$ cat src/rtl/neo_pattern_sequencer_pkg.sv
// neo_pkg: shared types and constants for the NeoPixel pattern sequencer.
//
// Contents:
//   color_t      - channel index as used on the controller load interface
//   seq_state_t  - frame builder FSM states
//   HUE_*        - hue_sel encodings (G, R, B, all three)
//   PIX_IDX_W    - pixel index width (strands of up to 8 pixels)
//   LEVEL_W      - per-channel intensity width
//   channelSelected() - true when a channel is part of the selected mix
package neo_pkg;

    localparam int PIX_IDX_W = 3;
    localparam int LEVEL_W   = 8;

    typedef enum logic [1:0] {
        COLOR_G = 2'd0,
        COLOR_R = 2'd1,
        COLOR_B = 2'd2
    } color_t;

    typedef enum logic [2:0] {
        IDLE,
        LOAD,
        GAP,
        SEND,
        HOLD
    } seq_state_t;

    localparam logic [1:0] HUE_G   = 2'd0;
    localparam logic [1:0] HUE_R   = 2'd1;
    localparam logic [1:0] HUE_B   = 2'd2;
    localparam logic [1:0] HUE_ALL = 2'd3;

    // Decide whether a channel carries light under the current hue mix.
    function automatic logic channelSelected(input logic [1:0] hueSel, input color_t color);
        logic sel;
        sel = 1'b0;
        case (hueSel)
            HUE_G:   sel = (color == COLOR_G);
            HUE_R:   sel = (color == COLOR_R);
            HUE_B:   sel = (color == COLOR_B);
            HUE_ALL: sel = 1'b1;
            default: sel = 1'b0;
        endcase
        return sel;
    endfunction

endpackage

$ cat src/rtl/neo_frame_timer.sv
// neo_frame_timer: counts clock cycles after a clear and flags the cycle that
// lies exactly FRAME_CYCLES cycles after the clear cycle.
//
// Ports:
//   clock      - system clock
//   reset      - asynchronous, active-low reset
//   clear_i    - restart the count from zero (takes priority over counting)
//   count_en_i - advance the count this cycle
//   last_o     - combinational: the count sits on its final step (FRAME_CYCLES-1)
//   done_o     - registered one-cycle pulse, FRAME_CYCLES cycles after the clear cycle
//
// The count saturates at FRAME_CYCLES, so it can never wrap.
module neo_frame_timer #(
    parameter int FRAME_CYCLES = 2_500_000
) (
    input  logic clock,
    input  logic reset,
    input  logic clear_i,
    input  logic count_en_i,
    output logic last_o,
    output logic done_o
);

    localparam int CNT_W = $clog2(FRAME_CYCLES + 1);
    localparam logic [CNT_W-1:0] LAST_CNT = CNT_W'(FRAME_CYCLES - 1);
    localparam logic [CNT_W-1:0] MAX_CNT  = CNT_W'(FRAME_CYCLES);

    logic [CNT_W-1:0] count_q, count_d;
    logic             done_q, done_d;

    assign last_o = (count_q == LAST_CNT);

    // Next count and next done pulse; the pulse is registered so that it lands
    // in the same cycle the count reaches FRAME_CYCLES.
    always_comb begin
        count_d = count_q;
        done_d  = 1'b0;
        if (clear_i) begin
            count_d = '0;
        end else if (count_en_i) begin
            done_d = last_o;
            if (count_q != MAX_CNT) begin
                count_d = count_q + CNT_W'(1);
            end
        end
    end

    // Count and pulse registers.
    always_ff @(posedge clock or negedge reset) begin
        if (!reset) begin
            count_q <= '0;
            done_q  <= 1'b0;
        end else begin
            count_q <= count_d;
            done_q  <= done_d;
        end
    end

    assign done_o = done_q;

endmodule

$ cat src/rtl/neo_pattern_sequencer.sv
// neo_pattern_sequencer: chasing-dot frame source for the NeoPixel strand controller.
//
// Each frame loads every channel of every pixel (pixel-major, G/R/B order) through
// the controller's load interface, issues one send command, then holds for
// FRAME_CYCLES cycles. The lit pixel advances one position per frame.
//
// Ports:
//   clock, reset   - system clock, asynchronous active-low reset
//   enable         - run the animation (checked at frame boundaries)
//   brightness     - level applied to lit channels
//   hue_sel        - channel mix: 0=G, 1=R, 2=B, 3=all
//   ready_to_load  - controller accepts load_color this cycle
//   ready_to_send  - controller accepts send_it this cycle
//   pixel_index, color_index, color_level - load payload, valid with load_color
//   load_color     - one-cycle load strobe
//   send_it        - one-cycle send strobe
//   frame_done     - one-cycle pulse at the end of the hold period
//   position       - current lit pixel
//
// Build option: define NEO_TRAIL_EN to light the pixel behind the dot at a quarter
// of the brightness on the selected channels.
module neo_pattern_sequencer
    import neo_pkg::*;
#(
    parameter int NUM_PIXELS   = 5,
    parameter int FRAME_CYCLES = 2_500_000
) (
    input  logic                 clock,
    input  logic                 reset,
    input  logic                 enable,
    input  logic [LEVEL_W-1:0]   brightness,
    input  logic [1:0]           hue_sel,
    input  logic                 ready_to_load,
    input  logic                 ready_to_send,
    output logic [PIX_IDX_W-1:0] pixel_index,
    output logic [1:0]           color_index,
    output logic [LEVEL_W-1:0]   color_level,
    output logic                 load_color,
    output logic                 send_it,
    output logic                 frame_done,
    output logic [PIX_IDX_W-1:0] position
);

    localparam logic [PIX_IDX_W-1:0] LAST_PIX = PIX_IDX_W'(NUM_PIXELS - 1);

    seq_state_t           state_q, state_d;
    logic [PIX_IDX_W-1:0] pixCnt_q, pixCnt_d;
    color_t               colorCnt_q, colorCnt_d;
    logic [PIX_IDX_W-1:0] position_q, position_d;
    logic [PIX_IDX_W-1:0] pixelIndex_q, pixelIndex_d;
    logic [1:0]           colorIndex_q, colorIndex_d;
    logic [LEVEL_W-1:0]   colorLevel_q, colorLevel_d;
    logic                 loadColor_q, loadColor_d;
    logic                 sendIt_q, sendIt_d;
    logic [LEVEL_W-1:0]   level;
    logic                 timerClear;
    logic                 timerCountEn;
    logic                 timerLast;
    logic                 timerDone;

    // The timer restarts on the accepted send and runs for the whole hold state.
    assign timerClear   = (state_q == SEND) && ready_to_send;
    assign timerCountEn = (state_q == HOLD);

    neo_frame_timer #(
        .FRAME_CYCLES(FRAME_CYCLES)
    ) u_frame_timer (
        .clock     (clock),
        .reset     (reset),
        .clear_i   (timerClear),
        .count_en_i(timerCountEn),
        .last_o    (timerLast),
        .done_o    (timerDone)
    );

`ifdef NEO_TRAIL_EN
    logic [PIX_IDX_W-1:0] trailPix;

    // Level for the channel about to be loaded. The trail pixel is checked after
    // the dot so that with a single pixel the dot level wins.
    always_comb begin
        trailPix = (position_q == '0) ? LAST_PIX : position_q - PIX_IDX_W'(1);
        level    = '0;
        if (channelSelected(hue_sel, colorCnt_q)) begin
            if (pixCnt_q == position_q) begin
                level = brightness;
            end else if (pixCnt_q == trailPix) begin
                level = brightness >> 2;
            end
        end
    end
`else
    // Level for the channel about to be loaded: only the dot pixel is lit.
    always_comb begin
        level = '0;
        if (channelSelected(hue_sel, colorCnt_q) && (pixCnt_q == position_q)) begin
            level = brightness;
        end
    end
`endif

    // Frame builder: walks pixel/channel counters through LOAD/GAP pairs, then
    // sends and holds. Brightness and hue are read live at each load, while
    // enable only matters in IDLE and at the end of the hold.
    always_comb begin
        state_d      = state_q;
        pixCnt_d     = pixCnt_q;
        colorCnt_d   = colorCnt_q;
        position_d   = position_q;
        pixelIndex_d = pixelIndex_q;
        colorIndex_d = colorIndex_q;
        colorLevel_d = colorLevel_q;
        loadColor_d  = 1'b0;
        sendIt_d     = 1'b0;

        case (state_q)
            IDLE: begin
                if (enable) begin
                    pixCnt_d   = '0;
                    colorCnt_d = COLOR_G;
                    state_d    = LOAD;
                end
            end

            LOAD: begin
                if (ready_to_load) begin
                    loadColor_d  = 1'b1;
                    pixelIndex_d = pixCnt_q;
                    colorIndex_d = colorCnt_q;
                    colorLevel_d = level;
                    state_d      = GAP;
                end
            end

            GAP: begin
                if (colorCnt_q == COLOR_B) begin
                    colorCnt_d = COLOR_G;
                    if (pixCnt_q == LAST_PIX) begin
                        pixCnt_d = '0;
                        state_d  = SEND;
                    end else begin
                        pixCnt_d = pixCnt_q + PIX_IDX_W'(1);
                        state_d  = LOAD;
                    end
                end else begin
                    colorCnt_d = (colorCnt_q == COLOR_G) ? COLOR_R : COLOR_B;
                    state_d    = LOAD;
                end
            end

            SEND: begin
                if (ready_to_send) begin
                    sendIt_d = 1'b1;
                    state_d  = HOLD;
                end
            end

            HOLD: begin
                // Leaving on the timer's final step makes the new position and
                // next state appear in the same cycle as frame_done.
                if (timerLast) begin
                    position_d = (position_q == LAST_PIX) ? '0 : position_q + PIX_IDX_W'(1);
                    pixCnt_d   = '0;
                    colorCnt_d = COLOR_G;
                    state_d    = enable ? LOAD : IDLE;
                end
            end

            default: begin
                state_d = IDLE;
            end
        endcase
    end

    // State and output registers; reset discards any partial frame.
    always_ff @(posedge clock or negedge reset) begin
        if (!reset) begin
            state_q      <= IDLE;
            pixCnt_q     <= '0;
            colorCnt_q   <= COLOR_G;
            position_q   <= '0;
            pixelIndex_q <= '0;
            colorIndex_q <= '0;
            colorLevel_q <= '0;
            loadColor_q  <= 1'b0;
            sendIt_q     <= 1'b0;
        end else begin
            state_q      <= state_d;
            pixCnt_q     <= pixCnt_d;
            colorCnt_q   <= colorCnt_d;
            position_q   <= position_d;
            pixelIndex_q <= pixelIndex_d;
            colorIndex_q <= colorIndex_d;
            colorLevel_q <= colorLevel_d;
            loadColor_q  <= loadColor_d;
            sendIt_q     <= sendIt_d;
        end
    end

    assign pixel_index = pixelIndex_q;
    assign color_index = colorIndex_q;
    assign color_level = colorLevel_q;
    assign load_color  = loadColor_q;
    assign send_it     = sendIt_q;
    assign frame_done  = timerDone;
    assign position    = position_q;

endmodule

$ cat config.mk
export PLATFORM = sky130hd
export DESIGN_NAME = neo_pattern_sequencer
export DESIGN_NICKNAME = d
export VERILOG_FILES = /design/src/rtl/neo_pattern_sequencer_pkg.sv /design/src/rtl/neo_frame_timer.sv /design/src/rtl/neo_pattern_sequencer.sv
export SDC_FILE = /design/constraint.sdc
export NUM_CORES = 1
export LEC_CHECK = 0
export CORE_MARGIN = 4
export CORE_UTILIZATION = 35
export DETAILED_ROUTE_END_ITERATION = 10
export PLACE_DENSITY = 0.64
export SLEW_MARGIN = 40
export SYNTH_ARGS = -nofsm -noshare
export SYNTH_HDL_FRONTEND = slang
export SYNTH_SLANG_ARGS = --single-unit
$ cat constraint.sdc
create_clock -name clock -period 2.3 [get_ports clock]
set_input_delay 0.345 -clock clock [delete_from_list [all_inputs] [get_ports clock]]
set_output_delay 0.345 -clock clock [all_outputs]
set_load 0.01 [all_outputs]
; After elaboration in Yosys (flattened, before gate mapping)
; Index checks and enable logic that the tools add are counted.
[totals]
elab_cells = 77
in_bits = 15
regBits = 49
out_inout_bits = 19
[classes]
n_addsub = 3
n_mux = 30
reduce_logical = 14
n_eq_ne = 19
[op_table]
columns = operator, n
row1 = 22-bit two-way mux, 3
row2 = 3-bit two-way mux, 10
row3 = "22-bit by 1-bit adder with 22-bit output, second input constant", 1
row4 = "22-bit equality test, second input constant", 1
row5 = "22-bit != test, second input constant", 1
row6 = 3-bit case mux with 5 select lines, 1
row7 = 2-bit two-way mux, 5
row8 = "3-bit equality test, second input constant", 3
row9 = 3-bit case mux with 3 select lines, 1
row10 = 8-bit two-way mux, 1
row11 = "2-bit != test, second input constant", 4
row12 = 4-bit AND reduction, 2
row13 = 1-bit two-way mux, 7
row14 = "3-bit by 1-bit adder with 3-bit output, second input constant", 2
row15 = "2-bit equality test, second input constant", 3
row16 = "3-bit by 2-bit equality test with 1-bit output, second input constant", 2
row17 = 2-bit case mux with 3 select lines, 1
row18 = 2-bit AND reduction, 3
row19 = "2-bit by 1-bit equality test with 1-bit output, second input constant", 2
row20 = 2-bit logical NOT, 2
row21 = 1-bit case mux with 4 select lines, 1
row22 = 2-bit nonzero test, 2
row23 = "3-bit by 1-bit equality test with 1-bit output, second input constant", 1
row24 = 3-bit equality test, 1
row25 = 5 further kinds, 6

; Longest topological paths before layout
[depth]
word_depth = 4
depth_mapped = 8
depth_no_buf = 6

; Modules after synthesis
; A second synthesis with hierarchy kept.
[unflattened]
cells_unflattened = 269
area_unflattened_um2 = 2543.7
[modules_own_cells]
columns = mod, seq_area_each_um2, instances, area_each_um2, cells_each
row1 = neo_pattern_sequencer, 650.6, 1, 1275.0, 135
row2 = neo_frame_timer, 575.6, 1, 1268.7, 134

; Worst setup path after synthesis
; Ideal clock, no wire load.
[synth_timing]
path_kind = reg-to-reg
start = register u_frame_timer.count_q[6]
end = register pixCnt_q[2]
setup_time_ns = 0.121
t_required_ns = 2.179
arrival_ns = 1.963
period_less_slack_ns = 2.084
stages_incl_launch_ff = 6
slack_ns = 0.216
n_path_buf = 0
path_cell_list = dfrtp_1 > or4b_4 > or4_4 > o21ai_4 > o31ai_1 > a22o_1
[synth_via]
elab_chain_len = 3
[synth_lines]
columns = element, line_no
row1 = start: declaration, neo_frame_timer.sv:28  ; logic [CNT_W-1:0] count_q, count_d;
row2 = start signal: assignment, neo_frame_timer.sv:54  ; count_q <= count_d;
row3 = 22-bit equality test, neo_frame_timer.sv:31  ; assign last_o = (count_q == LAST_CNT);
row4 = 2-bit by 1-bit != test with 1-bit output (no source line), n/a
row5 = 4-bit AND reduction (no source line), n/a
row6 = end signal: assignment, neo_pattern_sequencer.sv:189  ; pixCnt_q <= pixCnt_d;
row7 = end: declaration, neo_pattern_sequencer.sv:47  ; logic [PIX_IDX_W-1:0] pixCnt_q, pixCnt_d;
; Every way passes these cells.
; A chain may end at the register's enable or synchronous reset.

; Worst setup path in the final report
; Same ends and word-level chain as after synthesis.

==> results.txt <==
* Number of distinct library cells after synthesis: 46
* Timing-limited maximum frequency: between 0.4 and 0.5 GHz
- IR analysis of the VDD net gives a maximum drop of roughly 370 uV.
* Drt drc: 0
- Traced cell by cell, the critical path runs through or4b_4 > or4_4 > o21ai_4 > o31ai_1 > a22o_1.
- Count of nets left with antenna violations after detail routing: 0
- Pleak: 1.32 nW
- Clock Skews: between 0.01 and 0.015 ns
- Of the available clock period, the critical path in the final layout requires 0.943.
- The longest clock path from root to sink contains 2 buffers.
- Highest fanout seen on the critical path: 6
- During placement, the flow inserted port buffers numbering 33.
* Share of async-settable or async-resettable flops after synthesis: 1.00
- The tree is rooted in a sky130_fd_sc_hd__clkbuf_8.
- The final-report max-slew violation count was 0.
* Resized Gates After CTS: 0
- Overall via count from detail_route: 1996
* Reg2reg end: pixCnt_q[2]$_DFFE_PN0P_
- Primary FF master, synth: sky130_fd_sc_hd__dfrtp_1
* Average cell area after synthesis: about 9.7 um2
- The run finished with clean final reports.
- Biggest area consumer among synthesized cells: sky130_fd_sc_hd__dfrtp_1
- After detailed routing, the average wire length per cell comes to 13.4 um.
- After routing the design area is around 3000 um2.
- Power per unit of standard cell area: 1020 nW/um2
* Max stage delay on crit path: around 0.55 ns
- Wire length of the first global-routing pass: ~9.3 mm
- The design draws roughly 3.1 mW.
- Tightest Pin Transition: a little under 0.6 ns
- After synthesis, the most frequently instantiated cells are 49 x sky130_fd_sc_hd__dfrtp_1, 35 x sky130_fd_sc_hd__nand2_1, 27 x sky130_fd_sc_hd__nor2_1.
- The final layout contains roughly 320 nets.
- Synthesis produced a netlist with a net count of between 200 and 300.
- Worst Setup Path Type: reg -> reg
- Post-synth EDFFs: 0
* R2R cell count: 5
- Layout Area Growth over Synthesis: 23.9%
* Number of placement rows: 30
* Latest clock arrival within the worst-skew pair: between 0.3 and 0.4 ns
* Final GP Congestion: approximately 0.83
- The Yosys step of the flow raised 0 warnings.
* Die outline height: slightly above 90 um
- Relative slew slack: 0.599
* Total wire length after detailed routing: 5.37 mm
* Area of the mapped netlist: 2490 um2
* Via count of the first global-routing pass: approximately 1900
- The worst setup path is launched from a flip-flop.
* Post-synthesis sequential area ratio: 0.492
* Chip width: between 90 and 100 um
* RSZ-0062 raised after global routing: no
- Number of H-tree levels: 2
- The total count of hold-check failures in the final report came to 0.
* Top-area cell type share of the netlist area: 0.492
* Clock buffers created by TritonCTS: 5
* Detailed-route vias per instance: roughly 5
- Of the cells placed in the final design, the portion with a size suffix greater than 1 is 0.112.
- Post-layout minimum cycle time: ~2.2 ns
- Global routing finished with a remaining overflow of 0.
- Data required, critical path: about 2.5 ns
- Cell with the most instances after synthesis: sky130_fd_sc_hd__dfrtp_1
- Clock-pin slew was measured on the worst setup and hold paths at 0.10 ns.
- Instance area after placement: between 2000 and 3000 um2
* Reg-to-Reg Start: u_frame_timer.count_q[6]$_DFFE_PN0P_
- The core region is 6870 um2.
- Entering global routing, the biggest net connects 28 pins.
* Starting density of the core: 0.363
- Half-perimeter wire length after placement: roughly 4.0 mm
* Worst min path class: in -> async
* Die ar.: roughly 8500 um2
- Antenna violations before repair: 0
- TritonCTS built the clock tree.
* Total negative slack for setup checks: 0 ns
- The repair_antennas step left the layout with diodes totalling 0.
- Ranking of synthesized cells by area: sky130_fd_sc_hd__dfrtp_1 49%, sky130_fd_sc_hd__nand2_1 5.3%, sky130_fd_sc_hd__xor2_1 5.3%
- For this run, the detailed router's first-pass iteration total came to 4.
* Count of state elements after synthesis: 49
- Slack of the worst reg-to-reg path: 0.13 ns
* Slowest cell on the critical path: sky130_fd_sc_hd__or4b_4
- GRT Total Usage: 0.135
- Setup violators final: 0
- Synthesis produced a netlist whose cell count is roughly 260.
- Endpoint arrival time on the critical path: 2.37 ns
- Maximum Capacitance Violations: 0
- During I/O placement, the number of pins put on the boundary was 34.
- STA classifies the critical path endpoint as a flip-flop.
- TritonCTS sink count: around 50
- After the first detailed-routing iteration, the DRC count stood at 69.
[how the worst max path moves through the flow]
| stage | from | end | slack (ns) | depth (start not counted) |
|---|---|---|---|---|
| global route | u_frame_timer.count_q[6]$_DFFE_PN0P_ | u_frame_timer.count_q[2]$_DFFE_PN0P_ | 0.04 | 5 |
| global placement | u_frame_timer.count_q[6]$_DFFE_PN0P_ | pixCnt_q[2]$_DFFE_PN0P_ | 0.15 | 5 |
| finish | u_frame_timer.count_q[6]$_DFFE_PN0P_ | pixCnt_q[2]$_DFFE_PN0P_ | 0.13 | 5 |
| detailed placement | u_frame_timer.count_q[6]$_DFFE_PN0P_ | pixCnt_q[2]$_DFFE_PN0P_ | 0.13 | 5 |
| CTS | u_frame_timer.count_q[6]$_DFFE_PN0P_ | pixCnt_q[2]$_DFFE_PN0P_ | 0.13 | 5 |
| floorplan | u_frame_timer.count_q[6]$_DFFE_PN0P_ | pixCnt_q[2]$_DFFE_PN0P_ | 0.22 | 5 |
[cells in the final DEF, fill, tap and decap left out, types with 2 or more instances in the layout]
cell,n
sky130_fd_sc_hd__nand3_1,12
sky130_fd_sc_hd__o21ai_0,16
sky130_fd_sc_hd__a22oi_1,2
sky130_fd_sc_hd__clkdlybuf4s50_1,32
sky130_fd_sc_hd__nand2_1,35
sky130_fd_sc_hd__nor4_1,4
sky130_fd_sc_hd__nor4b_1,3
sky130_fd_sc_hd__o31ai_1,3
sky130_fd_sc_hd__or2_2,3
sky130_fd_sc_hd__nand4_1,10
sky130_fd_sc_hd__nor3_1,3
sky130_fd_sc_hd__clkbuf_8,5
sky130_fd_sc_hd__dfrtp_1,49
sky130_fd_sc_hd__nand2b_1,2
sky130_fd_sc_hd__nor2b_1,2
sky130_fd_sc_hd__xor2_1,15
sky130_fd_sc_hd__a22o_1,9
sky130_fd_sc_hd__a21oi_1,6
sky130_fd_sc_hd__mux2i_1,2
sky130_fd_sc_hd__clkinv_4,2
sky130_fd_sc_hd__inv_1,11
sky130_fd_sc_hd__ha_1,6
sky130_fd_sc_hd__nor3b_1,2
sky130_fd_sc_hd__nor2_1,27
sky130_fd_sc_hd__buf_4,15
sky130_fd_sc_hd__or3_1,2
sky130_fd_sc_hd__xnor2_1,3
[worst max-delay path: cells and delay by family (launching register included)]
family / cells / cell delay (ns)
DFF: 1 / 0.45
and+or+nand+nor: 2 / 1.10
AOI/OAI and AO/OA: 3 / 0.53
[what timing repair did]
action,in CTS,in global routing
buffers inserted,0,0
hold endpoints to repair,5,0
hold buffers,1,0
[state kept, by name, summed over array words and instances, names as in the netlist]
name	flops
send_it	1
u_frame_timer.count_q	22
pixel_index	3
state_q	3
load_color	1
colorCnt_q	2
color_level	8
color_index	2
pixCnt_q	3
u_frame_timer.done_o	1
position	3
[through the flow]
stage                      util  hold WS (ns)  cells  setup slack [ns]
after global placement    0.435         0.176    391             0.155
after detailed placement  0.435         0.177    391             0.130
after floorplan               -        0.0494    256             0.216
final                     0.450         0.385    400             0.131
after global routing      0.450         0.390    400            0.0445
after CTS                 0.450         0.378    400             0.134
[cell families (layout without fill, tap and decap cells)]
group / count (synthesis) / count (layout) / share of synthesized area
AO/OA/AOI/OAI: 44 / 44 / 0.119
XOR/XNOR: 18 / 18 / 0.0632
adder cells (fa/ha/maj): 6 / 6 / 0.0301
buffers and inverters: 21 / 69 / 0.0437
flip-flops: 49 / 49 / 0.492
multiplexers: 3 / 3 / 0.0125
AND/OR/NAND/NOR: 115 / 115 / 0.239
[power breakdown]
part           internal [mW]  total (mW)  switching, mW
logic                  0.593        1.16          0.569
registers               1.17        1.46          0.298
clock network          0.216       0.516          0.300
[cell type report]
cell class	instances	area, um2
Timing Repair Buffer	49	448
Clock buffer	5	68.8
Sequential cell	49	1230
Inverter	12	45.0
Multi-Input combinational cell	186	1160
Fill cell	664	3780
Clock inverter	3	22.5
Tap cell	96	120
[per-layer routing]
layer  up-vias  part of all wire  global-route usage
met5         -                 0                   0
met1       951              0.49               0.187
met2        54              0.45               0.211
met4         0             0.011              0.0408
li1        986                 -                   -
met3         5             0.053              0.0276
Power figures use the tool's default switching activity.
